===== src/rtl/ball_physics_engine.sv =====
// Per-frame ball physics for one board of the two-board pong game: wall bounce,
// paddle hit with spin, miss detection and ball handoff to/from the other board.
module ball_physics_engine #(
  parameter int SCREEN_W  = 640,
  parameter int SCREEN_H  = 480,
  parameter int BALL_SIZE = 10,
  parameter int POS_W     = 10,
  parameter int VEL_W     = 5,
  parameter int PADDLE_X  = 16,
  parameter int PADDLE_W  = 8,
  parameter int PADDLE_H  = 64,
  parameter int MAX_VY    = 8,
  parameter int SERVE_X   = 100,
  parameter int SERVE_Y   = 235,
  parameter int SERVE_VX  = 3,
  parameter int SERVE_VY  = 1
) (
  input  logic             clock,
  input  logic             reset,
  input  logic             frame_tick,
  input  logic             serve,
  input  logic [POS_W-1:0] paddle_top,
  input  logic             ball_in_valid,
  output logic             ball_in_ready,
  input  logic [POS_W-1:0] ball_in_y,
  input  logic [VEL_W-2:0] ball_in_vx,
  input  logic [VEL_W-1:0] ball_in_vy,
  output logic             ball_out_valid,
  input  logic             ball_out_ready,
  output logic [POS_W-1:0] ball_out_y,
  output logic [VEL_W-2:0] ball_out_vx,
  output logic [VEL_W-1:0] ball_out_vy,
  output logic [POS_W-1:0] ball_left,
  output logic [POS_W-1:0] ball_top,
  output logic             ball_visible,
  output logic             miss_pulse,
  output logic [1:0]       dbg_state
);

  localparam int NW = POS_W + 2;

  typedef logic signed [NW-1:0]  npos_t;
  typedef logic signed [VEL_W-1:0] vel_t;
  typedef logic signed [VEL_W:0]   velx_t;

  typedef enum logic [1:0] {
    S_IDLE    = 2'd0,
    S_PLAY    = 2'd1,
    S_HANDOFF = 2'd2,
    S_MISS    = 2'd3
  } state_t;

  localparam npos_t LEFT_MAX = npos_t'(SCREEN_W - BALL_SIZE);
  localparam npos_t TOP_MAX  = npos_t'(SCREEN_H - BALL_SIZE);
  localparam npos_t FACE     = npos_t'(PADDLE_X + PADDLE_W);
  localparam npos_t BALL_SZ  = npos_t'(BALL_SIZE);
  localparam npos_t HALF     = npos_t'(BALL_SIZE / 2);
  localparam npos_t PAD_H    = npos_t'(PADDLE_H);
  localparam npos_t Q1       = npos_t'(PADDLE_H / 4);
  localparam npos_t Q3       = npos_t'((3 * PADDLE_H) / 4);
  localparam velx_t VY_LIM   = velx_t'(MAX_VY);

  localparam logic [POS_W-1:0] LEFT_IN   = POS_W'(SCREEN_W - BALL_SIZE);
  localparam logic [POS_W-1:0] TOP_LIM   = POS_W'(SCREEN_H - BALL_SIZE);
  localparam logic [POS_W-1:0] FACE_P    = POS_W'(PADDLE_X + PADDLE_W);
  localparam logic [POS_W-1:0] SERVE_X_P = POS_W'(SERVE_X);
  localparam logic [POS_W-1:0] SERVE_Y_P = POS_W'(SERVE_Y);
  localparam vel_t             SERVE_VXV = vel_t'(SERVE_VX);
  localparam vel_t             SERVE_VYV = vel_t'(SERVE_VY);

  state_t           state_q;
  logic [POS_W-1:0] left_q, top_q;
  vel_t             vx_q, vy_q;
  logic [POS_W-1:0] out_y_q;
  logic [VEL_W-2:0] out_vx_q;
  vel_t             out_vy_q;
  logic             out_valid_q, miss_q, visible_q, in_ready_q;

  function automatic vel_t sat_vy(input velx_t v);
    if (v > VY_LIM)       return vel_t'(VY_LIM);
    else if (v < -VY_LIM) return vel_t'(-VY_LIM);
    else                  return vel_t'(v);
  endfunction

  npos_t            nl, nt, pt, off;
  logic [POS_W-1:0] top_w;
  velx_t            vy_w, vy_spin;
  vel_t             vy_next;
  logic             miss_c, exit_c, hit_c;
  logic [POS_W-1:0] in_top;
  logic [VEL_W-2:0] in_mag;
  vel_t             in_vx_v, in_vy_v;

  // Next-frame candidate position, computed wide and signed so that
  // off-screen results are visible before they are committed.
  always_comb begin
    nl      = $signed({2'b00, left_q}) + npos_t'(vx_q);
    nt      = $signed({2'b00, top_q}) + npos_t'(vy_q);
    pt      = $signed({2'b00, paddle_top});
    off     = nt + HALF - pt;
    top_w   = nt[POS_W-1:0];
    vy_w    = velx_t'(vy_q);
    if (nt[NW-1]) begin
      top_w = '0;
      vy_w  = -velx_t'(vy_q);
    end else if (nt > TOP_MAX) begin
      top_w = TOP_LIM;
      vy_w  = -velx_t'(vy_q);
    end
    miss_c  = nl[NW-1];
    exit_c  = !vx_q[VEL_W-1] && (vx_q != '0) && (nl > LEFT_MAX);
    hit_c   = vx_q[VEL_W-1] && ($signed({2'b00, left_q}) > FACE) && (nl <= FACE)
              && (nt + BALL_SZ > pt) && (nt < pt + PAD_H);
    vy_spin = vy_w;
    if (hit_c) begin
      if (off < Q1)       vy_spin = vy_w - velx_t'(1);
      else if (off >= Q3) vy_spin = vy_w + velx_t'(1);
    end
    vy_next = sat_vy(vy_spin);
  end

  always_comb begin
    in_top  = (ball_in_y > TOP_LIM) ? TOP_LIM : ball_in_y;
    in_mag  = (ball_in_vx == '0) ? (VEL_W-1)'(1) : ball_in_vx;
    in_vx_v = -vel_t'({1'b0, in_mag});
    in_vy_v = sat_vy(velx_t'($signed(ball_in_vy)));
  end

  // Handshakes: a transfer happens on a rising edge where valid && ready.
  // ball_out_valid, once raised, stays high with ball_out_* held until taken;
  // ball_in_ready is high exactly while idle.
  always_ff @(posedge clock or posedge reset) begin
    if (reset) begin
      state_q     <= S_IDLE;
      left_q      <= SERVE_X_P;
      top_q       <= SERVE_Y_P;
      vx_q        <= '0;
      vy_q        <= '0;
      out_y_q     <= '0;
      out_vx_q    <= '0;
      out_vy_q    <= '0;
      out_valid_q <= 1'b0;
      miss_q      <= 1'b0;
      visible_q   <= 1'b0;
      in_ready_q  <= 1'b1;
    end else begin
      case (state_q)
        S_IDLE: begin
          if (ball_in_valid) begin
            left_q     <= LEFT_IN;
            top_q      <= in_top;
            vx_q       <= in_vx_v;
            vy_q       <= in_vy_v;
            state_q    <= S_PLAY;
            in_ready_q <= 1'b0;
            visible_q  <= 1'b1;
          end else if (serve) begin
            left_q     <= SERVE_X_P;
            top_q      <= SERVE_Y_P;
            vx_q       <= SERVE_VXV;
            vy_q       <= SERVE_VYV;
            state_q    <= S_PLAY;
            in_ready_q <= 1'b0;
            visible_q  <= 1'b1;
          end
        end
        S_PLAY: begin
          if (frame_tick) begin
            if (miss_c) begin
              state_q   <= S_MISS;
              visible_q <= 1'b0;
              miss_q    <= 1'b1;
            end else begin
              top_q <= top_w;
              vy_q  <= vy_next;
              if (exit_c) begin
                state_q     <= S_HANDOFF;
                visible_q   <= 1'b0;
                out_valid_q <= 1'b1;
                out_y_q     <= top_w;
                out_vx_q    <= vx_q[VEL_W-2:0];
                out_vy_q    <= vy_next;
              end else if (hit_c) begin
                left_q <= FACE_P;
                vx_q   <= -vx_q;
              end else begin
                left_q <= nl[POS_W-1:0];
              end
            end
          end
        end
        S_HANDOFF: begin
          if (ball_out_ready) begin
            state_q     <= S_IDLE;
            out_valid_q <= 1'b0;
            in_ready_q  <= 1'b1;
          end
        end
        S_MISS: begin
          miss_q     <= 1'b0;
          state_q    <= S_IDLE;
          in_ready_q <= 1'b1;
        end
        default: state_q <= S_IDLE;
      endcase
    end
  end

  assign ball_in_ready  = in_ready_q;
  assign ball_out_valid = out_valid_q;
  assign ball_out_y     = out_y_q;
  assign ball_out_vx    = out_vx_q;
  assign ball_out_vy    = out_vy_q;
  assign ball_left      = left_q;
  assign ball_top       = top_q;
  assign ball_visible   = visible_q;
  assign miss_pulse     = miss_q;
  assign dbg_state      = state_q;

endmodule

===== config.mk =====
export PLATFORM = sky130hd
export DESIGN_NAME = ball_physics_engine
export DESIGN_NICKNAME = d
export VERILOG_FILES = /design/src/rtl/ball_physics_engine.sv
export SDC_FILE = /design/constraint.sdc
export NUM_CORES = 1
export LEC_CHECK = 0
export CORE_UTILIZATION = 40
export DETAILED_ROUTE_END_ITERATION = 7
export GPL_TIMING_DRIVEN = 1
export PLACE_DENSITY = 0.58
export SLEW_MARGIN = 20
export SYNTH_ARGS = -nofsm -noshare
export SYNTH_HDL_FRONTEND = slang
export SYNTH_SLANG_ARGS = --single-unit

===== constraint.sdc =====
create_clock -name clock -period 8 [get_ports clock]
set_input_delay 1.6 -clock clock [delete_from_list [all_inputs] [get_ports clock]]
set_output_delay 1.6 -clock clock [all_outputs]
set_load 0.05 [all_outputs]

==> results of run 1 <==
## path summary, 6_finish.rpt
check | from | end | cells after the start
min in group asynchronous | reset | ball_out_vx[0] | 2
worst max register to register | vy_q[4] | vy_q[1] | 20
worst min register to register | ball_in_ready | ball_in_ready | 2
worst max-delay path | vy_q[4] | vy_q[1] | 20
worst min-delay path | ball_in_ready | ball_in_ready | 2
max in group asynchronous | reset | ball_top[5] | 3
## synthesized netlist by cell type, types with 7 or more instances
| library cell | n | area [um2] |
|---|---|---|
| a211oi_1 | 9 | 67.6 |
| a21o_1 | 14 | 105 |
| a21oi_1 | 41 | 205 |
| a31oi_1 | 20 | 125 |
| and3_1 | 9 | 56.3 |
| clkbuf_1 | 22 | 82.6 |
| dfrtp_1 | 45 | 1130 |
| dfstp_2 | 10 | 263 |
| ha_1 | 67 | 838 |
| inv_1 | 48 | 180 |
| nand2_1 | 67 | 251 |
| nand2b_1 | 7 | 43.8 |
| nand3_1 | 17 | 85.1 |
| nand4_1 | 7 | 43.8 |
| nor2_1 | 48 | 180 |
| nor2b_1 | 9 | 56.3 |
| nor3_1 | 17 | 85.1 |
| o211ai_1 | 10 | 75.1 |
| o21a_1 | 10 | 75.1 |
| o21ai_0 | 50 | 250 |
| o21ai_1 | 11 | 55.1 |
| o22ai_1 | 7 | 43.8 |
| o31ai_1 | 10 | 75.1 |
| or3_1 | 8 | 50.1 |
| xnor2_1 | 27 | 236 |
| xor2_1 | 9 | 78.8 |
## metrics by stage
step / util, % / area (um2)
CTS: 49.3 / 6920
detailed placement: 48.0 / 6750
global placement: 48.0 / 6750
floorplan: - / 5830
finish: 49.3 / 6920
global route: 49.3 / 6920
## routing by layer
| layer | GRT usage (%) | up-vias | wire [um] |
|---|---|---|---|
| li1 | - | 2757 | - |
| met1 | 29.0 | 2662 | 7430 |
| met2 | 40.6 | 143 | 8140 |
| met3 | 2.88 | 21 | 590 |
| met4 | 5.41 | 0 | 269 |
| met5 | 0 | - | 0 |
## cell type report
cell class | instances | area, um2 | share of cell area (%)
inverters | 49 | 185 | 2.68
clock buffers | 5 | 125 | 1.81
repair buffers | 83 | 821 | 11.9
multi-input cells | 580 | 4130 | 59.6
well taps | 180 | 225 | 3.26
clock inverters | 3 | 46.3 | 0.669
flip-flops and latches | 55 | 1390 | 20.1
## state kept, by name, summed over array words and instances (netlist names)
register,cells
ball_in_ready,1
ball_out_vx,4
ball_left,10
vx_q,5
ball_visible,1
vy_q,5
ball_out_vy,5
ball_top,10
miss_pulse,1
ball_out_y,10
ball_out_valid,1
dbg_state,2
## worst max-delay path: stages (launching register included)
cell and delay [ps]:
dfrtp_1 640, ha_1 550, a21o_2 220, a311oi_1 70, o41a_1 420, xnor2_1 590
ha_1 360, ha_1 360, nand2_1 100, or2_2 120, o221ai_1 110, or3_1 320
nor4_1 540, a31oi_1 270, a211o_1 330, and2_1 150, o311a_1 150, a2111oi_4 380
and3_1 380, o211ai_2 120, a22oi_2 130
## cell families (layout without fill, tap and decap cells)
logic type	count (synthesis)	in the layout	synth area share, %
compound gates	243	243	28.9
xor+xnor	39	39	6.24
fa+ha+maj	71	71	15.7
mux	6	6	1.16
flops	55	55	23.8
buf+inv	79	140	5.49
simple gates	221	221	18.7
==> results.cfg, run 1 <==
[die]
start_util_pct = 41.5
ioPinCount = 80
fp.dieH_um = 123
die_w_um = 123
rows = 43
core-area_um2 = 14000
dieArea_um2 = 15100

[cts]
clkLatencyLatePin_ps = 310
post_cts_resize_count = 0
numClockSinks = 55
cts_root_buf = clkbuf_16
numCtsBuffers = 5
cts_buffer_depth = 2
postCtsHoldBufs = 0
post_cts_buffers = 0
clk_pin_slew_ps = 80
tritoncts = built
cts_max_level = 2

[yosys]
seq_area_frac_synth_pct = 23.8
ys_warn_count = 0
async_flop_share_pct = 100
netlist-cell-type-count = 79
ys_ff_latch = 55
syn_nets = 820
syn_area_per_cell_um2 = 8.17
synthCells = 714
synth_ff_type = dfrtp_1
synth_edf_count = 0
synth_area_um2 = 5830

[critical_path]
regToRegSetupSlack_ps = 1580
startpoint_type = register
path_max_fanout = 18
cp.required_ps = 8220
arrival_ps = 6640
worstSetupPathType = register to register
crit_path_end_kind = register

[grt]
grt_max_degree = 37
grt_pass1_wl_um = 27100
groute.usage.overall_pct = 22.8
grt_pass1_vias = 5474
grt_overflow_total = 0
antenna_found_initial = 0

[detailed_routing]
viasPerCell = 5.85
drcViolationCount = 0
wl_per_cell_um = 17.2
ant_nets = 0
via_count = 5583
drt-pass1-iter-count = 5
routed_wl_um = 16400
drtIter0Drc = 314

[finish]
fillers = 1339
antennaDiodeCount = 0
layout.cells.non_filler = 955
final_common_cell = clkdlybuf4s50_1
layout_common_cells = 79 x clkdlybuf4s50_1, 67 x nand2_1, 67 x ha_1
area_delta_synth_final_pct = 18.6
nets = 880
drive_gt1_share_pct = 7.10

[timing]
period_share_pct = 80.3
max_slew.worst_pin.slew_ps = 929
min_period_ps = 6420
setup_viol = 0
fmax_ghz = 0.156
fin_skew_ps = 12.7
fin_setup_tns_ps = 0
whs_ps = 470
rsz0062_at_grt = false
hold_violations = 0
setup_ws_ps = 1580
relSlewSlack_pct = 37.9
slew_violations = 0

[placed_design]
post-dp-hpwl_um = 12900
port_buffers = 79
dp.cells = 947
post-place-ws_ps = 1360
place_congestion = 0.907

[status]
status = completed

[job]
max_cap_viol_count = 0

[min_path]
hold_class = register to register
Power of run 1 is not shown: default switching activity piles up to over one toggle a cycle in this logic, so the estimate is an artifact.
==> run 2: changes to the inputs <==
- clock period: 8 -> 6.1 ns (I/O delays scaled with it)
==> run 2 against run 1 <==
Sequential share of layout area is 0.46 points lower. Clock skew hardly changed. Register-to-register slack worse by 1200 ps. Highest routed layer unchanged. Critical path type unchanged. Worst setup slack worse by 1200 ps. Core utilization is 1.1 points higher. Fmax is 13% higher. Global-route usage is 0.49 points higher. Die area stayed put. Count of clock-buffer cells in the layout stayed put. First-iteration DRC count is 6.1% higher. Critical path depth is 1 higher.
==> results.cfg, run 2 (synthesis gave the netlist of run 1 again) <==
[status]
status = completed

[cts]
numClockSinks = 55
tritoncts = built
clk_pin_slew_ps = 80
cts_root_buf = clkbuf_16
cts_max_level = 2
clkLatencyLatePin_ps = 310
numCtsBuffers = 5
cts_buffer_depth = 2

[die]
dieArea_um2 = 15100
start_util_pct = 41.5
rows = 43
ioPinCount = 80
core-area_um2 = 14000
die_w_um = 123
fp.dieH_um = 123

[grt]
grt_overflow_total = 0
antenna_found_initial = 0
grt_pass1_vias = 5641
grt_max_degree = 35
grt_pass1_wl_um = 27800
groute.usage.overall_pct = 23.3

[critical_path]
path_max_fanout = 8
worstSetupPathType = register to register
cp.required_ps = 6280
crit_path_end_kind = register
startpoint_type = register
arrival_ps = 5880

[timing]
setup_ws_ps = 403
period_share_pct = 93.4
setup_viol = 0
min_period_ps = 5700
max_slew.worst_pin.slew_ps = 900
rsz0062_at_grt = false
hold_violations = 0
fmax_ghz = 0.176
relSlewSlack_pct = 40.0
fin_setup_tns_ps = 0
fin_skew_ps = 12.9
slew_violations = 0

[placed_design]
post-dp-hpwl_um = 13400
port_buffers = 79
dp.cells = 960
post-place-ws_ps = 111
place_congestion = 0.908

[detailed_routing]
drcViolationCount = 0
routed_wl_um = 16900
drtIter0Drc = 333
ant_nets = 0
viasPerCell = 5.77
drt-pass1-iter-count = 4
via_count = 5597
wl_per_cell_um = 17.5

[finish]
antennaDiodeCount = 0
seq_area_um2 = 1390
area_delta_synth_final_pct = 21.3
nets = 895
final_common_cell = clkdlybuf4s50_1
multi_input_area_um2 = 4170
layout.cells.non_filler = 970
layout_common_cells = 79 x clkdlybuf4s50_1, 67 x nand2_1, 66 x ha_1
final_util_pct = 50.4
fillers = 1350
drive_gt1_share_pct = 9.87

[job]
max_cap_viol_count = 0

[min_path]
hold_class = register to register
[run 2: metrics by stage]
| step | hold slack (ps) | cell area (um2) |
|---|---|---|
| floorplan | 526 | 5830 |
| global placement | 451 | 6840 |
| detailed placement | 455 | 6840 |
| CTS | 473 | 7010 |
| global route | 500 | 7080 |
| finish | 464 | 7080 |
[run 2: area by class of cell]
class | count | share of cell area [%]
inverter | 49 | 2.62
sequential | 55 | 19.6
timing repair buffer | 98 | 13.2
clock inverter | 3 | 0.654
multi-input combinational | 580 | 59.0
clock buffer | 5 | 1.77
tap | 180 | 3.18
[run 2: path summary, 6_finish.rpt]
path                               start             to  slack [ps]  cells after the start
min in group asynchronous          reset   ball_visible        1250                      2
min                        ball_in_ready  ball_in_ready         460                      2
max                              vy_q[4]        vy_q[0]         400                     21
max in group asynchronous          reset    ball_top[0]        4000                      3
min reg2reg                ball_in_ready  ball_in_ready         460                      2
max reg2reg                      vy_q[4]        vy_q[0]         400                     21
[run 2: timing repair]
item,4_1_cts,5_1_grt
buffers inserted,0,2
endpoints found under the hold margin,0,0
gates resized for setup,0,10
endpoints found under the setup margin,0,8
hold buffers,0,0
[run 2: critical path, cell delays in order (launching register included)]
cell,delay (ps)
dfrtp_1,510
ha_1,520
nand2_1,170
o21ai_0,260
o21ai_0,170
and2_1,210
ha_1,290
ha_1,370
a21o_1,220
a31oi_1,220
o221ai_1,170
and3_1,220
a2111oi_0,390
buf_4,210
a31oi_1,80
a211o_1,320
and2_1,160
o311a_1,150
a2111oi_4,440
a211oi_2,130
o31ai_1,270
o21ai_1,110
[run 2: per-layer routing]
metal | up-vias | part of all wire [%] | track usage (%)
li1 | 2783 | - | -
met5 | - | 0 | 0
met1 | 2681 | 46 | 29.5
met4 | 0 | 1.7 | 5.87
met3 | 18 | 3.2 | 3.07
met2 | 115 | 50 | 41.4
Power of run 2 is left out for the same reason.
==> run 3: changes to the inputs <==
- CORE_UTILIZATION: 40 -> 30
- PLACE_DENSITY: 0.58 -> 0.55
- REMOVE_ABC_BUFFERS: unset -> 1
==> run 3 against run 2 <==
Clock skew is essentially flat. Critical path depth is the same. Register-to-register slack lost 20 ps. Worst hold slack gained 2.1 ps. Worst setup slack lost 21 ps. Routed wire length shrank 0.38%. Global-route usage shrank 6.2 points.
==> results.cfg, run 3 (synthesis gave the netlist of run 1 again) <==
[critical_path]
worst_path_largest_cell_delay_ps = 440
worstSetupPathType = register to register
startpoint_type = register
cp.required_ps = 6320
crit_path_end_kind = register
arrival_ps = 5940
slowest_stage = fa_1
worstPathCellList = ha_1 -> fa_1 -> a21o_1 -> a21oi_1 -> xnor2_2 -> ha_1 -> ha_1 -> or2_2 -> o211ai_1 -> a21oi_1 -> or3_1 -> nor4_1 -> buf_4 -> a31oi_1 -> a211o_1 -> and2_1 -> o311a_1 -> a2111oi_4 -> and3_2 -> o21ai_1 -> o21ai_1
crit_top_cell = ha_1
path_max_fanout = 8
regToRegSetupSlack_ps = 380

[die]
core-area_um2 = 18900
die_w_um = 141
dieArea_um2 = 20000
rows = 50
fp.dieH_um = 141
start_util_pct = 30.9
ioPinCount = 80

[cts]
clk_pin_slew_ps = 80
tritoncts = built
numClockSinks = 55
numCtsBuffers = 5
cts_buffer_depth = 2
postCtsHoldBufs = 0
clkLatencyLatePin_ps = 300
cts_root_buf = clkbuf_16
cts_max_level = 2

[grt]
groute.usage.overall_pct = 17.1
antenna_found_initial = 0
grt_max_degree = 56
grt_pass1_wl_um = 27700
grt_overflow_total = 0
grt_pass1_vias = 5405

[timing]
period_share_pct = 93.7
max_slew.worst_pin.slew_ps = 996
setup_viol = 0
slew_violations = 0
hold_violations = 0
fmax_ghz = 0.175
relSlewSlack_pct = 33.6
min_period_ps = 5720
rsz0062_at_grt = false
fin_setup_tns_ps = 0
fin_skew_ps = 12.7

[finish]
antennaDiodeCount = 0
drive_gt1_share_pct = 9.26
fillers = 2021
nets = 893
area_delta_synth_final_pct = 21.8
final_common_cell = clkdlybuf4s50_1
layout_common_cells = 79 x clkdlybuf4s50_1, 67 x nand2_1, 66 x ha_1

[detailed_routing]
viasPerCell = 5.29
routed_wl_um = 16900
wl_per_cell_um = 16.1
drtIter0Drc = 268
via_count = 5544
drcViolationCount = 0
ant_nets = 0
drt-pass1-iter-count = 4

[status]
status = completed

[placed_design]
port_buffers = 79
place_congestion = 0.867
post-dp-hpwl_um = 13200

[job]
max_cap_viol_count = 0

[min_path]
hold_class = register to register
==> run 3: changes by cell type in the layout (fill, tap and decap cells not counted), sizes merged <==
cell and delta:
clkinv +2, clkinvlp -1, bufinv -1, buf -2
==> run 3: timing repair <==
action                                  CTS  global route
gates resized for setup                   0             4
endpoints found under the setup margin    0             8
buffers inserted                          0             0
==> run 3: worst max-delay path: cells and delay by family (launching register included) <==
family                   cells  cell delay (ps)
buffers and inverters        1              170
XOR/XNOR                     1              240
AND/OR/NAND/NOR              5             1460
adder cells (fa/ha/maj)      4             1360
flip-flops                   1              400
AO/OA/AOI/OAI               10             2000
==> run 3: cell type report <==
type | count | area, um2 | share of cell area (%)
well taps | 260 | 325 | 4.58
repair buffers | 96 | 918 | 12.9
inverters | 49 | 185 | 2.61
clock inverters | 3 | 22.5 | 0.317
flip-flops and latches | 55 | 1390 | 19.6
clock buffers | 5 | 125 | 1.76
multi-input cells | 580 | 4140 | 58.2
==> run 3: worst paths after layout <==
path / start / to / cells past startpoint
worst min-delay path: ball_in_ready / ball_in_ready / 2
min in group asynchronous: reset / ball_out_y[0] / 3
worst max-delay path: vy_q[0] / ball_out_vy[1] / 21
max in group asynchronous: reset / vy_q[4] / 3
worst max register to register: vy_q[0] / ball_out_vy[1] / 21
worst min register to register: ball_in_ready / ball_in_ready / 2
==> run 3: per-layer routing <==
metal | track usage (%) | part of all wire (%)
met5 | 0 | 0
met4 | 2.15 | 0.89
met3 | 2.43 | 3.6
met2 | 29.4 | 47
met1 | 23.3 | 48
==> run 3: stage by stage <==
step | worst slack, ps | utilization [%] | instances | hold WS (ps) | cell area, um2
CTS | 342 | 37.5 | 1048 | 474 | 7090
global placement | 206 | 36.7 | 1040 | 453 | 6940
detailed placement | 165 | 36.7 | 1040 | 462 | 6940
global route | 36.0 | 37.6 | 1048 | 498 | 7110
floorplan | 439 | - | 684 | 526 | 5700
finish | 382 | 37.6 | 1048 | 466 | 7110
Power of run 3 is left out for the same reason.
